--- config.mk ---
export PLATFORM = sky130hd
export DESIGN_NAME = mem_write_buffer
export DESIGN_NICKNAME = d
export VERILOG_FILES = /design/src/rtl/mips_mem_pkg.sv /design/src/rtl/wb_fifo.sv /design/src/rtl/mem_write_buffer.sv
export SDC_FILE = /design/constraint.sdc
export NUM_CORES = 1
export LEC_CHECK = 0
export CAP_MARGIN = 15
export CORE_UTILIZATION = 55
export CTS_BUF_LIST = sky130_fd_sc_hd__clkbuf_4
export DETAILED_ROUTE_END_ITERATION = 12
export PLACE_DENSITY_LB_ADDON = 0.25
export SLEW_MARGIN = 20
export SYNTH_ARGS = -nofsm -noshare
export SYNTH_HDL_FRONTEND = slang
export SYNTH_SLANG_ARGS = --single-unit
--- constraint.sdc ---
create_clock -name clk_i -period 4.5 [get_ports clk_i]
set_input_delay 1.125 -clock clk_i [delete_from_list [all_inputs] [get_ports clk_i]]
set_output_delay 1.125 -clock clk_i [all_outputs]
set_load 0.1 [all_outputs]
--- src/rtl/mips_mem_pkg.sv ---
// Shared types for the MIPS memory-side posted-write buffer.
package mips_mem_pkg;

  localparam int unsigned WbAw = 32;
  localparam int unsigned WbDw = 32;

  typedef struct packed {
    logic            valid;
    logic [WbAw-1:0] addr;
    logic [WbDw-1:0] data;
  } wb_entry_t;

  typedef enum logic [1:0] {
    StIdle,
    StRead,
    StDrain
  } wbstate_t;

endpackage

--- src/rtl/wb_fifo.sv ---
// Circular store buffer: head/tail pointers, occupancy and a per-entry word-address compare.
module wb_fifo
  import mips_mem_pkg::*;
#(
  parameter int unsigned DEPTH = 4,
  parameter int unsigned AW    = WbAw,
  parameter int unsigned DW    = WbDw,
  localparam int unsigned PtrW = $clog2(DEPTH),
  localparam int unsigned CntW = $clog2(DEPTH + 1)
) (
  input  logic                   clk_i,
  input  logic                   rst_ni,
  input  logic                   push_i,
  input  logic [AW-1:0]          push_addr_i,
  input  logic [DW-1:0]          push_data_i,
  input  logic                   pop_i,
  input  logic [AW-1:2]          cmp_word_i,
  output wb_entry_t              head_o,
  output wb_entry_t              next_o,
  output logic [DEPTH-1:0]       match_o,
  output logic [DEPTH-1:0][DW-1:0] data_o,
  output logic [PtrW-1:0]        head_ptr_o,
  output logic [CntW-1:0]        count_o,
  output logic                   full_o,
  output logic                   empty_o
);

  wb_entry_t       mem_q [DEPTH];
  logic [PtrW-1:0] head_q, tail_q, next_ptr;
  logic [CntW-1:0] count_q;
  logic            do_push, do_pop;

  assign full_o   = (count_q == CntW'(DEPTH));
  assign empty_o  = (count_q == '0);
  assign do_push  = push_i && !full_o;
  assign do_pop   = pop_i && !empty_o;
  assign next_ptr = head_q + 1'b1;

  always_ff @(posedge clk_i or negedge rst_ni) begin
    if (!rst_ni) begin
      head_q  <= '0;
      tail_q  <= '0;
      count_q <= '0;
      for (int i = 0; i < DEPTH; i++) begin
        mem_q[i] <= '0;
      end
    end else begin
      if (do_push) begin
        mem_q[tail_q] <= '{valid: 1'b1, addr: push_addr_i, data: push_data_i};
        tail_q        <= tail_q + 1'b1;
      end
      // Push and pop never address the same slot: that needs full or empty.
      if (do_pop) begin
        mem_q[head_q].valid <= 1'b0;
        head_q              <= head_q + 1'b1;
      end
      case ({do_push, do_pop})
        2'b10:   count_q <= count_q + 1'b1;
        2'b01:   count_q <= count_q - 1'b1;
        default: count_q <= count_q;
      endcase
    end
  end

  for (genvar i = 0; i < DEPTH; i++) begin : g_cmp
    assign match_o[i] = mem_q[i].valid && (mem_q[i].addr[AW-1:2] == cmp_word_i);
    assign data_o[i]  = mem_q[i].data;
  end

  assign head_o     = mem_q[head_q];
  assign next_o     = mem_q[next_ptr];
  assign head_ptr_o = head_q;
  assign count_o    = count_q;

endmodule

--- src/rtl/mem_write_buffer.sv ---
// Posted-write buffer between the multicycle MIPS core and unified memory, with load forwarding.
module mem_write_buffer
  import mips_mem_pkg::*;
#(
  parameter int unsigned DEPTH = 4,
  parameter int unsigned AW    = WbAw,
  parameter int unsigned DW    = WbDw,
  localparam int unsigned PtrW = $clog2(DEPTH),
  localparam int unsigned CntW = $clog2(DEPTH + 1)
) (
  input  logic            clk_i,
  input  logic            rst_ni,
  input  logic            cpu_memwrite_i,
  input  logic            cpu_memread_i,
  input  logic [AW-1:0]   cpu_addr_i,
  input  logic [DW-1:0]   cpu_writedata_i,
  output logic [DW-1:0]   cpu_readdata_o,
  output logic            cpu_stall_o,
  output logic            mem_req_o,
  output logic            mem_we_o,
  output logic [AW-1:0]   mem_addr_o,
  output logic [DW-1:0]   mem_wdata_o,
  input  logic            mem_ack_i,
  input  logic [DW-1:0]   mem_rdata_i,
  output logic [CntW-1:0] count_o,
  output logic            full_o,
  output logic            empty_o
);

  wbstate_t                state_q;
  logic                    mem_req_q, mem_we_q;
  logic [AW-1:0]           mem_addr_q;
  logic [DW-1:0]           mem_wdata_q;

  wb_entry_t               head, next;
  logic [DEPTH-1:0]        match;
  logic [DEPTH-1:0][DW-1:0] ent_data;
  logic [PtrW-1:0]         head_ptr, idx;
  logic                    store_go, load_req, hit, load_hit, load_miss;
  logic                    read_done, drain_done;
  logic [DW-1:0]           hit_data;

  wb_fifo #(
    .DEPTH(DEPTH),
    .AW   (AW),
    .DW   (DW)
  ) u_fifo (
    .clk_i      (clk_i),
    .rst_ni     (rst_ni),
    .push_i     (cpu_memwrite_i),
    .push_addr_i(cpu_addr_i),
    .push_data_i(cpu_writedata_i),
    .pop_i      (drain_done),
    .cmp_word_i (cpu_addr_i[AW-1:2]),
    .head_o     (head),
    .next_o     (next),
    .match_o    (match),
    .data_o     (ent_data),
    .head_ptr_o (head_ptr),
    .count_o    (count_o),
    .full_o     (full_o),
    .empty_o    (empty_o)
  );

  // A write in the same cycle as a read wins; the read is ignored.
  assign store_go   = cpu_memwrite_i && !full_o;
  assign load_req   = cpu_memread_i && !cpu_memwrite_i;
  assign load_hit   = load_req && hit;
  assign load_miss  = load_req && !hit;
  assign read_done  = (state_q == StRead) && mem_ack_i;
  assign drain_done = (state_q == StDrain) && mem_ack_i;

  // Walk oldest to youngest so the last match seen is the youngest store.
  always_comb begin
    hit      = 1'b0;
    hit_data = '0;
    idx      = '0;
    for (int unsigned k = 0; k < DEPTH; k++) begin
      idx = head_ptr + PtrW'(k);
      if (match[idx]) begin
        hit      = 1'b1;
        hit_data = ent_data[idx];
      end
    end
  end

  always_comb begin
    cpu_stall_o    = (cpu_memwrite_i && full_o) || (load_miss && !read_done);
    cpu_readdata_o = '0;
    if (load_hit) begin
      cpu_readdata_o = hit_data;
    end else if (load_miss && read_done) begin
      cpu_readdata_o = mem_rdata_i;
    end
  end

  always_ff @(posedge clk_i or negedge rst_ni) begin
    if (!rst_ni) begin
      state_q     <= StIdle;
      mem_req_q   <= 1'b0;
      mem_we_q    <= 1'b0;
      mem_addr_q  <= '0;
      mem_wdata_q <= '0;
    end else begin
      unique case (state_q)
        StIdle: begin
          if (load_miss) begin
            state_q    <= StRead;
            mem_req_q  <= 1'b1;
            mem_we_q   <= 1'b0;
            mem_addr_q <= cpu_addr_i;
          end else if (head.valid) begin
            state_q     <= StDrain;
            mem_req_q   <= 1'b1;
            mem_we_q    <= 1'b1;
            mem_addr_q  <= head.addr;
            mem_wdata_q <= head.data;
          end else if (store_go) begin
            // Empty buffer: the store being enqueued now is the head next cycle.
            state_q     <= StDrain;
            mem_req_q   <= 1'b1;
            mem_we_q    <= 1'b1;
            mem_addr_q  <= cpu_addr_i;
            mem_wdata_q <= cpu_writedata_i;
          end
        end
        StRead: begin
          if (mem_ack_i) begin
            state_q   <= StIdle;
            mem_req_q <= 1'b0;
          end
        end
        StDrain: begin
          if (mem_ack_i) begin
            if (load_miss) begin
              state_q    <= StRead;
              mem_we_q   <= 1'b0;
              mem_addr_q <= cpu_addr_i;
            end else if (next.valid) begin
              mem_addr_q  <= next.addr;
              mem_wdata_q <= next.data;
            end else begin
              state_q   <= StIdle;
              mem_req_q <= 1'b0;
              mem_we_q  <= 1'b0;
            end
          end
        end
        default: begin
          state_q   <= StIdle;
          mem_req_q <= 1'b0;
          mem_we_q  <= 1'b0;
        end
      endcase
    end
  end

  assign mem_req_o   = mem_req_q;
  assign mem_we_o    = mem_we_q;
  assign mem_addr_o  = mem_addr_q;
  assign mem_wdata_o = mem_wdata_q;

endmodule

==> out/results.tsv <==
stage	metric	value	unit
run_status	failed_checks	negative setup slack	
critical_path	worst-endpoint-required	3.38	ns
yosys	async_flop_share	100	%
floorplan	dieArea	41000	um2
yosys	ys_warn_count	0	
finish	mostFrequentLayoutCell	dfrtp_1	
grt	grt_start_max_net_pins	160	
run_status	outcome	finished, violations left	
yosys	synth_ff_type	dfrtp_1	
timing	setup_slack	-0.558	ns
yosys	syn_nets	1879	
place	place_hpwl	43.1	mm
finish	nFillCells	2726	
finish	final_layout_size_suffix_gt1_share	48.6	%
yosys	synth-edff-count	0	
power	p_leak	11.6	nW
grt	grt_pass1_vias	18600	
critical_path	cp-end-kind	output port	
yosys	synth.avg_cell_area	12.5	um2
routing	viasPerCell	6.49	
place	dp_cells	2531	
critical_path	path_class	in2out	
routing	detail_route.wl_per_cell	24.6	um
timing	slew-limit-headroom	27.5	%
power	clockPowerShare	10.4	%
yosys	synth_cells	1768	
cts	postCtsHoldBufs	0	
power	internal_power	14.2	mW
critical_path	worstSetupStartpointType	input pin	
grt	antenna_found_initial	1	
routing	drc	0	
floorplan	core	39700	um2
timing	rsz0062_at_grt	true	
power	p_sw	11.6	mW
yosys	synth_seq_cells	335	
power	p_sw_share	45.0	%
cts	cts-root-buf	clkbuf_4	
finish	layout_common_cells	dfrtp_1 (333), mux2_2 (259), mux4_2 (197)	
yosys	syn_area	22100	um2
cts	cts.clk_slew.worst_paths	0.07	ns
timing	tightestPinTransition	1.08	ns
power	power_frac_comb	64.4	%
routing	drtAntennaViolNets	0	
finish	fin_util	72.6	%
place	place_congestion	0.988	
power	p_per_area	895	nW/um2
timing	slew_viol_final	0	
floorplan	die_h	202	um
power	total_power	25.8	mW
timing	period_share	112	%
timing	hold_violations	0	
yosys	ys_seq_area_share	37.9	%
floorplan	start_util	55.6	%
cts	cts_sinks	335	
floorplan	ioPinCount	205	
timing	setup_viol	33	
routing	vias	17600	
finish	area_growth	30.4	%
floorplan	die_x	202	um
cts	cts_made_buffers	94	
power	irDropWorstVdd	0.830	mV
grt	grt_pass1_wl	106	mm
cts	clock_path_buffers	3	
place	io_buffers	204	
yosys	ys_types	53	
cts	clk_latency	0.81	ns
worst_hold_path	hold_path.class	in2async	
cts	cts_max_level	3	
floorplan	num_rows	73	
power	seqPwrFrac	25.2	%
critical_path	arrival	3.93	ns
routing	totalWireLength	66.9	mm
timing	finClkSkew	0.0492	ns
routing	drtPass1Iterations	5	
timing	fin_tns_setup	-16.96	ns
place	place_ws	-1.17	ns
grt	overflow	0	
job	maxCapViolations	0	
finish	nNetsFinal	2237	
critical_path	crit_path_max_fanout	7	
timing	fin_crit	5.06	ns
cts	cts_tree	built	
timing	max_freq	0.198	GHz
finish	fin_cells	2716	
routing	drt_iter0_markers	1323	
grt	track_usage	33.6	%
## per-layer routing
metal	vias to the layer above	track usage, %	share of wire [%]
met3	177	5.44	7.4
met2	847	57.2	51
met1	9044	41.7	37
li1	7558	-	-
met5	-	0	0
met4	0	17.1	4.3
## synth_stat cells (all sizes together) (3+ instances only)
library cell  instances  share of area (%)
nor2                 40               0.68
nand2b               32               0.91
a311o                31                1.4
nor4b                 3               0.18
nand3b               33                1.2
nand4b                6               0.24
and3                  3              0.085
nand4                54                1.5
or3                  35               0.99
nand2               141                2.4
mux4                197                 20
buf                  73                2.4
a22oi                33                1.1
xnor2               112                4.5
dfrtp               335                 38
ha                    9               0.51
o21ai                71                1.6
mux2                289                 15
nor4                 14               0.45
nand3                 8               0.23
nor3                  5               0.11
a21oi                76                1.7
clkbuf               92                1.6
xor2                 14               0.55
a2bb2oi              33                1.4
inv                  12               0.20
## final timing paths
kind | start | to | slack (ns) | cells after the start
setup / recovery | cpu_addr_i[9] | cpu_readdata_o[19] | -0.56 | 13
hold / removal | rst_ni | mem_wdata_o[27] | 0.31 | 1
setup reg to reg | u_fifo.head_ptr_o[0] | mem_wdata_o[10] | 0.54 | 11
hold reg to reg | mem_wdata_o[4] | mem_wdata_o[4] | 0.48 | 2
max in group asynchronous | rst_ni | async pin | 3.14 | 2
min in group clk_i | mem_wdata_o[4] | mem_wdata_o[4] | 0.48 | 2
## stage by stage
step	hold slack, ns	area [um2]
after global routing	0.369	28800
after global placement	0.463	26600
after floorplan	0.491	22500
after detailed placement	0.470	26600
after CTS	0.342	28700
final	0.308	28800
## repair_timing
action                     CTS  global route
resized for setup          247            17
pin swaps                   39             4
buffers inserted            20             2
setup endpoints to repair   33            33
gates cloned                 2             1
## worst max-delay path, cell delays in order
cell and delay [ns]:
buf_6 0.09, buf_6 0.12, buf_6 0.13, xnor2_4 0.22, nand4_1 0.13, nor4b_2 0.27
nand3_2 0.17, mux4_2 0.56, a31o_4 0.34, clkbuf_16 0.19, a311o_1 0.31, nand2_4 0.10
buf_12 0.17
## cell families (layout without fill, tap and decap cells)
group           Yosys count  count (layout)  synth area share, %
other cells               0               2                    0
xor+xnor                126             126                 5.09
flops                   335             335                 37.9
buf+inv                 177             598                 4.17
simple gates            377             377                 9.09
fa+ha+maj                10              10                0.600
compound gates          256             256                 7.78
mux                     487             487                 35.3
## final cells by class
type	count	area [um2]	area share [%]
inverter	12	45.0	0.156
sequential	335	8390	29.1
tap	525	657	2.28
timing repair buffer	427	4480	15.6
clock buffer	135	1010	3.52
antenna	2	5.00	0.0174
clock inverter	24	95.1	0.330
multi-input combinational	1256	14100	49.0
## power groups by stage
stage / Combinational, mW / Clock [mW] / Sequential, mW
after detailed placement: 16.0 / 0 / 6.32
after global routing: 17.5 / 2.89 / 6.73
after global placement: 15.7 / 0 / 6.14
after CTS: 16.5 / 2.74 / 6.41
after floorplan: 9.91 / 0 / 7.89
final: 16.6 / 2.68 / 6.51
Power figures use the tool's default switching activity.
